[src/rtl/loader_defs.sv]
// Shared definitions for the UART program loader: FSM encodings, default sync
// byte and the framing field sizes of the load protocol.
package loader_defs;

    localparam logic [7:0] SYNC_BYTE_DEF = 8'hA5;
    localparam int         LEN_BYTES     = 2;
    localparam int         WORD_BYTES    = 4;
    localparam int         LEN_W         = LEN_BYTES * 8;

    typedef enum logic [2:0] {
        ST_IDLE,
        ST_LEN_HI,
        ST_LEN_LO,
        ST_DATA,
        ST_CKSUM,
        ST_DONE,
        ST_ERR
    } state_t;

    typedef enum logic [1:0] {
        RX_IDLE,
        RX_START,
        RX_DATA,
        RX_STOP
    } rx_state_t;

endpackage

[src/rtl/uart_rx_byte.sv]
// 8N1 UART byte receiver: 2-FF synchronizer, falling-edge start detection with
// mid-bit glitch recheck, LSB-first data sampling and stop-bit framing check.
module uart_rx_byte
    import loader_defs::*;
#(
    parameter int CLKS_PER_BIT = 174
) (
    input  logic       clk,
    input  logic       rst,
    input  logic       rx,
    output logic       byte_valid,
    output logic [7:0] byte_data,
    output logic       frame_err
);

    localparam int               CNT_W   = $clog2(CLKS_PER_BIT);
    localparam logic [CNT_W-1:0] HALF_M1 = CNT_W'(CLKS_PER_BIT / 2 - 1);
    localparam logic [CNT_W-1:0] FULL_M1 = CNT_W'(CLKS_PER_BIT - 1);

    rx_state_t        rx_state, rx_state_nx;
    logic             rx_p0, rx_p1, rx_p2;
    logic [CNT_W-1:0] bit_tmr;
    logic [2:0]       bit_idx;
    logic [7:0]       shreg;
    logic             half_hit, full_hit, fall;

    // rx_p2 is the previous synchronized level, used only for edge detection
    always_ff @(posedge clk) begin
        if (rst) begin
            rx_p0 <= 1'b1;
            rx_p1 <= 1'b1;
            rx_p2 <= 1'b1;
        end else begin
            rx_p0 <= rx;
            rx_p1 <= rx_p0;
            rx_p2 <= rx_p1;
        end
    end

    assign fall     = rx_p2 && !rx_p1;
    assign half_hit = (bit_tmr == HALF_M1);
    assign full_hit = (bit_tmr == FULL_M1);

    always_ff @(posedge clk) begin
        if (rst) rx_state <= RX_IDLE;
        else     rx_state <= rx_state_nx;
    end

    always_comb begin
        rx_state_nx = rx_state;
        case (rx_state)
            RX_IDLE:  if (fall) rx_state_nx = RX_START;
            RX_START: if (half_hit) rx_state_nx = rx_p1 ? RX_IDLE : RX_DATA;
            RX_DATA:  if (full_hit && bit_idx == 3'd7) rx_state_nx = RX_STOP;
            RX_STOP:  if (full_hit) rx_state_nx = RX_IDLE;
            default:  rx_state_nx = RX_IDLE;
        endcase
    end

    always_comb begin
        byte_valid = 1'b0;
        frame_err  = 1'b0;
        if (rx_state == RX_STOP && full_hit) begin
            byte_valid = rx_p1;
            frame_err  = !rx_p1;
        end
    end

    always_ff @(posedge clk) begin
        if (rst) begin
            bit_tmr <= '0;
            bit_idx <= '0;
            shreg   <= '0;
        end else begin
            if (rx_state_nx != rx_state || full_hit || rx_state == RX_IDLE)
                bit_tmr <= '0;
            else
                bit_tmr <= bit_tmr + CNT_W'(1);
            if (rx_state == RX_START)
                bit_idx <= '0;
            else if (rx_state == RX_DATA && full_hit) begin
                bit_idx <= bit_idx + 3'd1;
                shreg   <= {rx_p1, shreg[7:1]};
            end
        end
    end

    assign byte_data = shreg;

endmodule

[src/rtl/uart_prog_loader.sv]
// Serial program loader: frames SYNC, 16-bit word count and big-endian words
// into instruction-memory writes. Define UART_PROG_LOADER_CHECKSUM_EN for a trailing checksum byte.
module uart_prog_loader
    import loader_defs::*;
#(
    parameter int         CLKS_PER_BIT = 174,
    parameter int         ADDR_W       = 14,
    parameter int         TIMEOUT_CLKS = 2000000,
    parameter logic [7:0] SYNC_BYTE    = SYNC_BYTE_DEF
) (
    input  logic              clk,
    input  logic              rst,
    input  logic              uart_rx,
    output logic              imem_we,
    output logic [ADDR_W-1:0] imem_addr,
    output logic [31:0]       imem_wdata,
    output logic              cpu_rst_hold,
    output logic              load_busy,
    output logic              load_done,
    output logic              load_err
);

    localparam int          TMO_W     = $clog2(TIMEOUT_CLKS + 1);
    localparam logic [31:0] MAX_WORDS = 32'd1 << ADDR_W;
`ifdef UART_PROG_LOADER_CHECKSUM_EN
    localparam state_t ST_AFTER_DATA = ST_CKSUM;
`else
    localparam state_t ST_AFTER_DATA = ST_DONE;
`endif

    state_t             state, state_nx;
    logic               byte_valid, frame_err;
    logic [7:0]         byte_data;
    logic [7:0]         len_hi;
    logic [LEN_W-1:0]   len, len_n, word_cnt;
    logic [1:0]         byte_cnt;
    logic [23:0]        word_sr;
    logic [TMO_W-1:0]   tmo_cnt;
    logic               in_load, tmo_hit, too_long, last_byte, last_word, is_sync, load_fault;

    uart_rx_byte #(.CLKS_PER_BIT(CLKS_PER_BIT)) u_rx (
        .clk        (clk),
        .rst        (rst),
        .rx         (uart_rx),
        .byte_valid (byte_valid),
        .byte_data  (byte_data),
        .frame_err  (frame_err)
    );

    assign in_load    = (state == ST_LEN_HI) || (state == ST_LEN_LO) ||
                        (state == ST_DATA)   || (state == ST_CKSUM);
    assign tmo_hit    = (tmo_cnt == TMO_W'(TIMEOUT_CLKS));
    assign load_fault = frame_err || tmo_hit;
    assign len_n      = {len_hi, byte_data};
    assign too_long   = {{(32 - LEN_W){1'b0}}, len_n} > MAX_WORDS;
    assign last_byte  = (byte_cnt == 2'(WORD_BYTES - 1));
    assign last_word  = ((word_cnt + LEN_W'(1)) == len);
    assign is_sync    = (byte_data == SYNC_BYTE);

`ifdef UART_PROG_LOADER_CHECKSUM_EN
    logic [7:0] cksum;

    always_ff @(posedge clk) begin
        if (rst)
            cksum <= '0;
        else if (byte_valid && (state == ST_IDLE || state == ST_ERR) && is_sync)
            cksum <= '0;
        else if (byte_valid && state == ST_DATA)
            cksum <= cksum + byte_data;
    end
`endif

    always_ff @(posedge clk) begin
        if (rst) state <= ST_IDLE;
        else     state <= state_nx;
    end

    // A byte in the same cycle as a fault takes priority
    always_comb begin
        state_nx = state;
        case (state)
            ST_IDLE, ST_ERR:
                if (byte_valid && is_sync) state_nx = ST_LEN_HI;
            ST_LEN_HI:
                if (byte_valid)      state_nx = ST_LEN_LO;
                else if (load_fault) state_nx = ST_ERR;
            ST_LEN_LO:
                if (byte_valid) begin
                    if (len_n == '0)   state_nx = ST_AFTER_DATA;
                    else if (too_long) state_nx = ST_ERR;
                    else               state_nx = ST_DATA;
                end else if (load_fault) state_nx = ST_ERR;
            ST_DATA:
                if (byte_valid) begin
                    if (last_byte && last_word) state_nx = ST_AFTER_DATA;
                end else if (load_fault) state_nx = ST_ERR;
`ifdef UART_PROG_LOADER_CHECKSUM_EN
            ST_CKSUM:
                if (byte_valid)      state_nx = (byte_data == cksum) ? ST_DONE : ST_ERR;
                else if (load_fault) state_nx = ST_ERR;
`endif
            ST_DONE: state_nx = ST_IDLE;
            default: state_nx = ST_IDLE;
        endcase
    end

    always_comb begin
        cpu_rst_hold = 1'b0;
        load_busy    = 1'b0;
        load_done    = 1'b0;
        load_err     = 1'b0;
        case (state)
            ST_LEN_HI, ST_LEN_LO, ST_DATA, ST_CKSUM: begin
                cpu_rst_hold = 1'b1;
                load_busy    = 1'b1;
            end
            ST_DONE: load_done = 1'b1;
            ST_ERR: begin
                cpu_rst_hold = 1'b1;
                load_err     = 1'b1;
            end
            default: ;
        endcase
    end

    always_ff @(posedge clk) begin
        if (rst) begin
            len_hi     <= '0;
            len        <= '0;
            word_cnt   <= '0;
            byte_cnt   <= '0;
            word_sr    <= '0;
            tmo_cnt    <= '0;
            imem_we    <= 1'b0;
            imem_addr  <= '0;
            imem_wdata <= '0;
        end else begin
            imem_we <= 1'b0;
            if (!in_load || byte_valid) tmo_cnt <= '0;
            else                        tmo_cnt <= tmo_cnt + TMO_W'(1);
            if (byte_valid) begin
                case (state)
                    ST_LEN_HI: len_hi <= byte_data;
                    ST_LEN_LO: begin
                        len      <= len_n;
                        word_cnt <= '0;
                        byte_cnt <= '0;
                    end
                    ST_DATA: begin
                        word_sr  <= {word_sr[15:0], byte_data};
                        byte_cnt <= byte_cnt + 2'd1;
                        if (last_byte) begin
                            imem_we    <= 1'b1;
                            imem_addr  <= word_cnt[ADDR_W-1:0];
                            imem_wdata <= {word_sr, byte_data};
                            word_cnt   <= word_cnt + LEN_W'(1);
                        end
                    end
                    default: ;
                endcase
            end
        end
    end

endmodule

[config.mk]
export PLATFORM = sky130hd
export DESIGN_NAME = uart_prog_loader
export DESIGN_NICKNAME = d
export VERILOG_FILES = /design/src/rtl/loader_defs.sv /design/src/rtl/uart_rx_byte.sv /design/src/rtl/uart_prog_loader.sv
export SDC_FILE = /design/constraint.sdc
export NUM_CORES = 1
export LEC_CHECK = 0
export BUFFER_PORTS_ARGS = -buffer_cell sky130_fd_sc_hd__buf_2
export CORE_MARGIN = 4
export CORE_UTILIZATION = 60
export DETAILED_ROUTE_END_ITERATION = 7
export GPL_ROUTABILITY_DRIVEN = 0
export PLACE_DENSITY = 0.8
export SYNTH_ARGS = -nofsm -noshare
export SYNTH_HDL_FRONTEND = slang
export SYNTH_SLANG_ARGS = --single-unit
[constraint.sdc]
create_clock -name clk -period 3.1 [get_ports clk]
set_clock_uncertainty 0.2 [all_clocks]
set_input_delay 0 -clock clk [delete_from_list [all_inputs] [get_ports clk]]
set_output_delay 0 -clock clk [all_outputs]
set_load 0.1 [all_outputs]
# == Word-level counts from Yosys, hierarchy flattened ==
# Cells that the tools add are included.
# op_classes
muxes,25
n_reduce_logical,34
bitwise,3
add_sub_neg,5
n_eq_ne,20
magnitude_cmp,1
# op_table
cell,n
case mux 16 bit (2 select lines),1
2-to-1 mux 3 bit,8
"adder 21 x 1 -> 21 bit, second input constant",1
"equality test 21 bit, second input constant",1
"adder 16 x 1 -> 16 bit, second input constant",1
equality test 16 bit,1
"equality test 8 bit, second input constant",2
"greater-than comparator 16 x 15 -> 1 bit, second input constant",1
zero test 16 bit,1
2-to-1 mux 16 bit,1
"equality test 3 bit, second input constant",4
case mux 3 bit (4 select lines),1
AND reduction 2 bit,6
2-to-1 mux 2 bit,5
"adder 8 x 1 -> 8 bit, second input constant",1
"equality test 8 x 7 -> 1 bit, second input constant",1
case mux 2 bit (4 select lines),1
OR reduction 2 bit,4
logical OR 1 bit,7
2-to-1 mux 1 bit,7
"equality test 2 bit, second input constant",3
"equality test 3 x 2 -> 1 bit, second input constant",2
logical AND 1 bit,6
AND reduction 3 bit,2
16 further kinds,20
# word_totals
input_bits,3
output_inout_bits,51
word_cells,105
ff_bits,161

# == Depth between registers and ports, before layout ==
# logic_depth
ltp_word,8
mapped_depth,9

# == By module ==
# Synthesis repeated with hierarchy kept, for this count alone.
# hier_totals
hier_cells,868
area_unflattened_um2,7021.7
# by_module_without_submodules
module,instances,area_per_inst_um2,seq_area_each_um2,cells_per_inst
uart_prog_loader,1,5969.5,2742.6,764
uart_rx_byte,1,1052.3,480.5,104

# == Least setup slack after synthesis ==
# No wires, ideal clock.
# synth_timing
path_type,flip-flop to flip-flop
start,register state[0]
end,register tmo_cnt[10]
arrival_time_ns,3.017
setup_slack_ns,-0.182
setup_ns,0.065
stages_incl_launch_ff,7
path_cell_list,dfxtp_1 > clkbuf_1 > nor2_1 > xnor2_1 > nand3_1 > clkbuf_1 > nor2_1
# synth_via
elab_chain_cells,7
elab_cells_between_ends,10
cone_classes,eq/ne: 4; reduce/logical: 6
# synth_lines
element,line,source
"start, declared",uart_prog_loader.sv:31,"state_t state, state_nx;"
"start signal, assigned",uart_prog_loader.sv:75,else state <= state_nx;
equality test 3 x 1 -> 1 bit or equality test 3 x 2 -> 1 bit (tied branches),uart_prog_loader.sv:50,assign in_load = (state == ST_LEN_HI) || (state == ST_LEN_LO) ||
logical OR 1 bit (2 in a row),uart_prog_loader.sv:50,
logical OR 1 bit (*),uart_prog_loader.sv:51,(state == ST_DATA) || (state == ST_CKSUM);
zero test 1 bit (*),uart_prog_loader.sv:139,if (!in_load || byte_valid) tmo_cnt <= '0;
logical OR 1 bit (*),uart_prog_loader.sv:139,
OR reduction 2 bit (no line) (*),n/a,
"end signal, assigned",uart_prog_loader.sv:140,else tmo_cnt <= tmo_cnt + TMO_W'(1);
"end, declared",uart_prog_loader.sv:38,logic [TMO_W-1:0] tmo_cnt;
# Every way passes the cells marked *; elsewhere a longest branch is shown, timed or not.
# A chain may end at the register's enable or synchronous reset.

# == Worst setup path after layout ==
# layout_timing
start,register u_rx.bit_tmr[0]
end,register word_cnt[3]
# layout_via
elab_chain_cells,4
# layout_lines
element,line,source
"start, declared",uart_rx_byte.sv:22,logic [CNT_W-1:0] bit_tmr;
"start signal, assigned",uart_rx_byte.sv:78,bit_tmr <= bit_tmr + CNT_W'(1);
equality test 8 bit,uart_rx_byte.sv:42,assign full_hit = (bit_tmr == FULL_M1);
logical AND 1 bit,uart_rx_byte.sv:63,if (rx_state == RX_STOP && full_hit) begin
2-to-1 mux 1 bit,uart_rx_byte.sv:63,
AND reduction 3 bit (no line),n/a,
"end signal, assigned",uart_prog_loader.sv:156,word_cnt <= word_cnt + LEN_W'(1);
"end, declared",uart_prog_loader.sv:35,"logic [LEN_W-1:0] len, len_n, word_cnt;"
# Every way passes these cells.

==> flow_summary.toml <==
[outcome]
status = "complete, no violations"

[synth]
syn_area_um2 = 6979
synth_cell_type_count = 64
ys_ff_latch = 161
synth_edf_count = 0
ys_seq_area_share_pct = 46.18
syn_nets = 869
syn_avg_cell_area_um2 = 8.144
synth_ff_type = "dfxtp_1"
synthCells = 857
async_flop_share_pct = 0
synth_warnings = 0

[floorplanning]
start_util_pct = 61.12
die_area_um2 = 13420
ios = 54
dieHeight_um = 115.9
core_area_um2 = 11420
core.rowCount = 39
die_w_um = 115.9

[sta]
max-slew-margin-rel_pct = 43.98
min_period_ns = 2.638
final_max_slew_viol_count = 0
rsz0062_at_grt = "no"
hold_viol_final = 0
fin_tns_setup_ns = 0
setup_viol = 0
fmax_mhz = 379.1
finalCritPeriodShare_pct = 85.09
max_slew.worst_pin.slew_ns = 0.8403

[clock_network]
clk_pin_slew_ns = 0.07
cts_resized = 0
cts_tree = "done"
clock_latency_ns = 0.43
clkSinkCount = 161
h-tree-depth = 4
cts_buffers = 17
cts_buffer_depth = 2
ctsRootBufferMaster = "clkbuf_16"

[place]
port_buffers = 53
hpwl_um = 10950

[final_layout]
diodes = 0
nNetsFinal = 902
drive_gt1_share_pct = 12.86
area_growth_pct = 13.27
num-fill-cells = 887
final_cell_mix = "nand2_1, dfxtp_1, a21oi_1"
mostFrequentLayoutCell = "nand2_1"
final_util_pct = 69.23

[power]
vdd_ir_drop_max_v = 0.0005341
p_switching_uw = 943.2
internal_power_uw = 3150
power_frac_seq_pct = 50.7
pwr-share-comb_pct = 0.9
power_density_nw_per_um2 = 517.8
clkPwrFrac_pct = 48.4
switching_share_pct = 23.04
p_leak_uw = 0.002857
total_power_uw = 4093

[hold_path]
hold_class = "in -> reg"
min_to = "u_rx.rx_p0"
hold_depth = 3
holdCritStartpoint = "uart_rx"

[setup_path]
critPathKind = "reg -> reg"
start_kind = "register"
reg2reg_slack_ns = 0.46
cp_max_fo = 50
worstSetupEndpointType = "register"
arrival_ns = 2.77
r2r-start = "u_rx.bit_tmr[0]"
cp.required_ns = 3.23
ff2ff_path_depth = 8
reg2reg_to = "word_cnt[3]"

[routing]
drt_wl_total_um = 16320
drtIter0Drc = 459
first_pass_iters = 5
via_count = 6133
viasPerCell = 5.869
routedWlPerCell_um = 15.62
route.detailed.drc = 0
ant_nets = 0

[global_routing]
grt_use_total_pct = 25.15
grt_max_degree = 85
grt_antenna_before_repair = 0
grt_overflow = 0
first_global_vias = 5799
grt_pass1_wl_um = 27170

[flow_run]
cap_violations = 0
-- cells in the mapped netlist (all sizes together) (3+ instances only) --
cell / number / area share, %
nand2: 203 / 11
a31oi: 3 / 0.27
dfxtp: 161 / 46
ha: 9 / 1.6
a21oi: 120 / 8.6
or2: 4 / 0.36
o21ai: 13 / 0.99
inv: 12 / 0.65
buf: 15 / 1.1
xor2: 24 / 3.0
or3: 12 / 1.1
nor2b: 4 / 0.36
xnor2: 24 / 3.0
a311oi: 10 / 1.3
and4: 9 / 1.1
mux2i: 17 / 2.4
nor3: 18 / 1.4
nor3b: 5 / 0.54
nand4: 13 / 1.4
nor4: 8 / 0.81
and3: 12 / 1.1
clkbuf: 38 / 2.1
nor2: 68 / 3.8
nand3: 23 / 1.7
and2: 4 / 0.36
a2111oi: 3 / 0.39
-- final cells by class --
type	instances	area [um2]	share of cell area (%)
Clock inverter	13	116.4	1.472
Timing Repair Buffer	67	402.9	5.097
Tap cell	143	178.9	2.263
Sequential cell	161	3223	40.77
Multi-Input combinational cell	630	3496	44.22
Clock buffer	18	439.2	5.556
Inverter	13	48.80	0.6173
-- sequential cells by signal (all words and copies together), names as in the netlist, 8 cells and up --
| signal | cells |
|---|---|
| u_rx.byte_data | 8 |
| word_cnt | 16 |
| len_hi | 8 |
| imem_wdata | 32 |
| imem_addr | 14 |
| word_sr | 24 |
| u_rx.bit_tmr | 8 |
| len | 16 |
| tmo_cnt | 21 |
-- logic make-up (layout without fill, tap and decap cells) --
family / after synthesis / in the layout / share of synthesized area, %
AND/OR/NAND/NOR: 391 / 391 / 26.12
AO/OA/AOI/OAI: 163 / 163 / 13.39
flip-flops: 161 / 161 / 46.18
buffers and inverters: 66 / 111 / 3.908
XOR/XNOR: 48 / 48 / 6.024
multiplexers: 19 / 19 / 2.761
adder cells (fa/ha/maj): 9 / 9 / 1.614
-- worst max-delay path by stage --
stage          depth (start not counted)            start          end  slack, ns
2_1_floorplan                          3         state[2]    load_done       0.04
3_3_place_gp                           8  u_rx.bit_tmr[0]  word_cnt[3]       0.57
3_5_place_dp                           8  u_rx.bit_tmr[0]  word_cnt[3]       0.49
4_1_cts                                8  u_rx.bit_tmr[0]  word_cnt[3]       0.47
5_1_grt                                6      word_cnt[2]     state[1]       0.27
6_report                               8  u_rx.bit_tmr[0]  word_cnt[3]       0.46
-- critical path, cell delays in order (launching register included) --
cell	delay [ns]
dfxtp_1	0.42
ha_1	0.21
and4bb_4	0.28
nand4_4	0.12
or3_4	0.52
nor2_4	0.17
buf_12	0.23
a41oi_1	0.14
a311oi_1	0.25
-- what timing repair did --
action | 4_1_cts | 5_1_grt
endpoints found under the hold margin | 46 | 0
hold buffers | 2 | 0
setup buffers | 0 | 0
-- metrics by stage --
step | setup slack (ns) | std cells | hold WS, ns | cell area, um2
2_1_floorplan | 0.03759 | 857 | -0.09619 | 6987
3_3_place_gp | 0.5665 | 1012 | -0.01529 | 7330
3_5_place_dp | 0.4920 | 1012 | -0.002819 | 7330
4_1_cts | 0.4731 | 1045 | 0.1042 | 7905
5_1_grt | 0.2738 | 1045 | 0.1282 | 7905
6_report | 0.4623 | 1045 | 0.1149 | 7905
-- layer usage --
layer | vias up | wire [um] | global-route usage, %
met2 | 218 | 7894 | 42.04
met4 | 0 | 319 | 9.358
met3 | 40 | 1038 | 6.423
li1 | 2999 | - | -
met1 | 2876 | 7071 | 31.39
met5 | - | 0 | 0
-- power groups by stage --
stage	clock [uW]	combinational [uW]	sequential, uW
global route	2090	42.5	2070
CTS	2000	37.9	2070
detailed placement	0	35.9	2120
global placement	0	34.6	2120
finish	1980	38.7	2070
floorplan	0	31.6	2120
No activity file was read; power rests on OpenSTA's default activity.
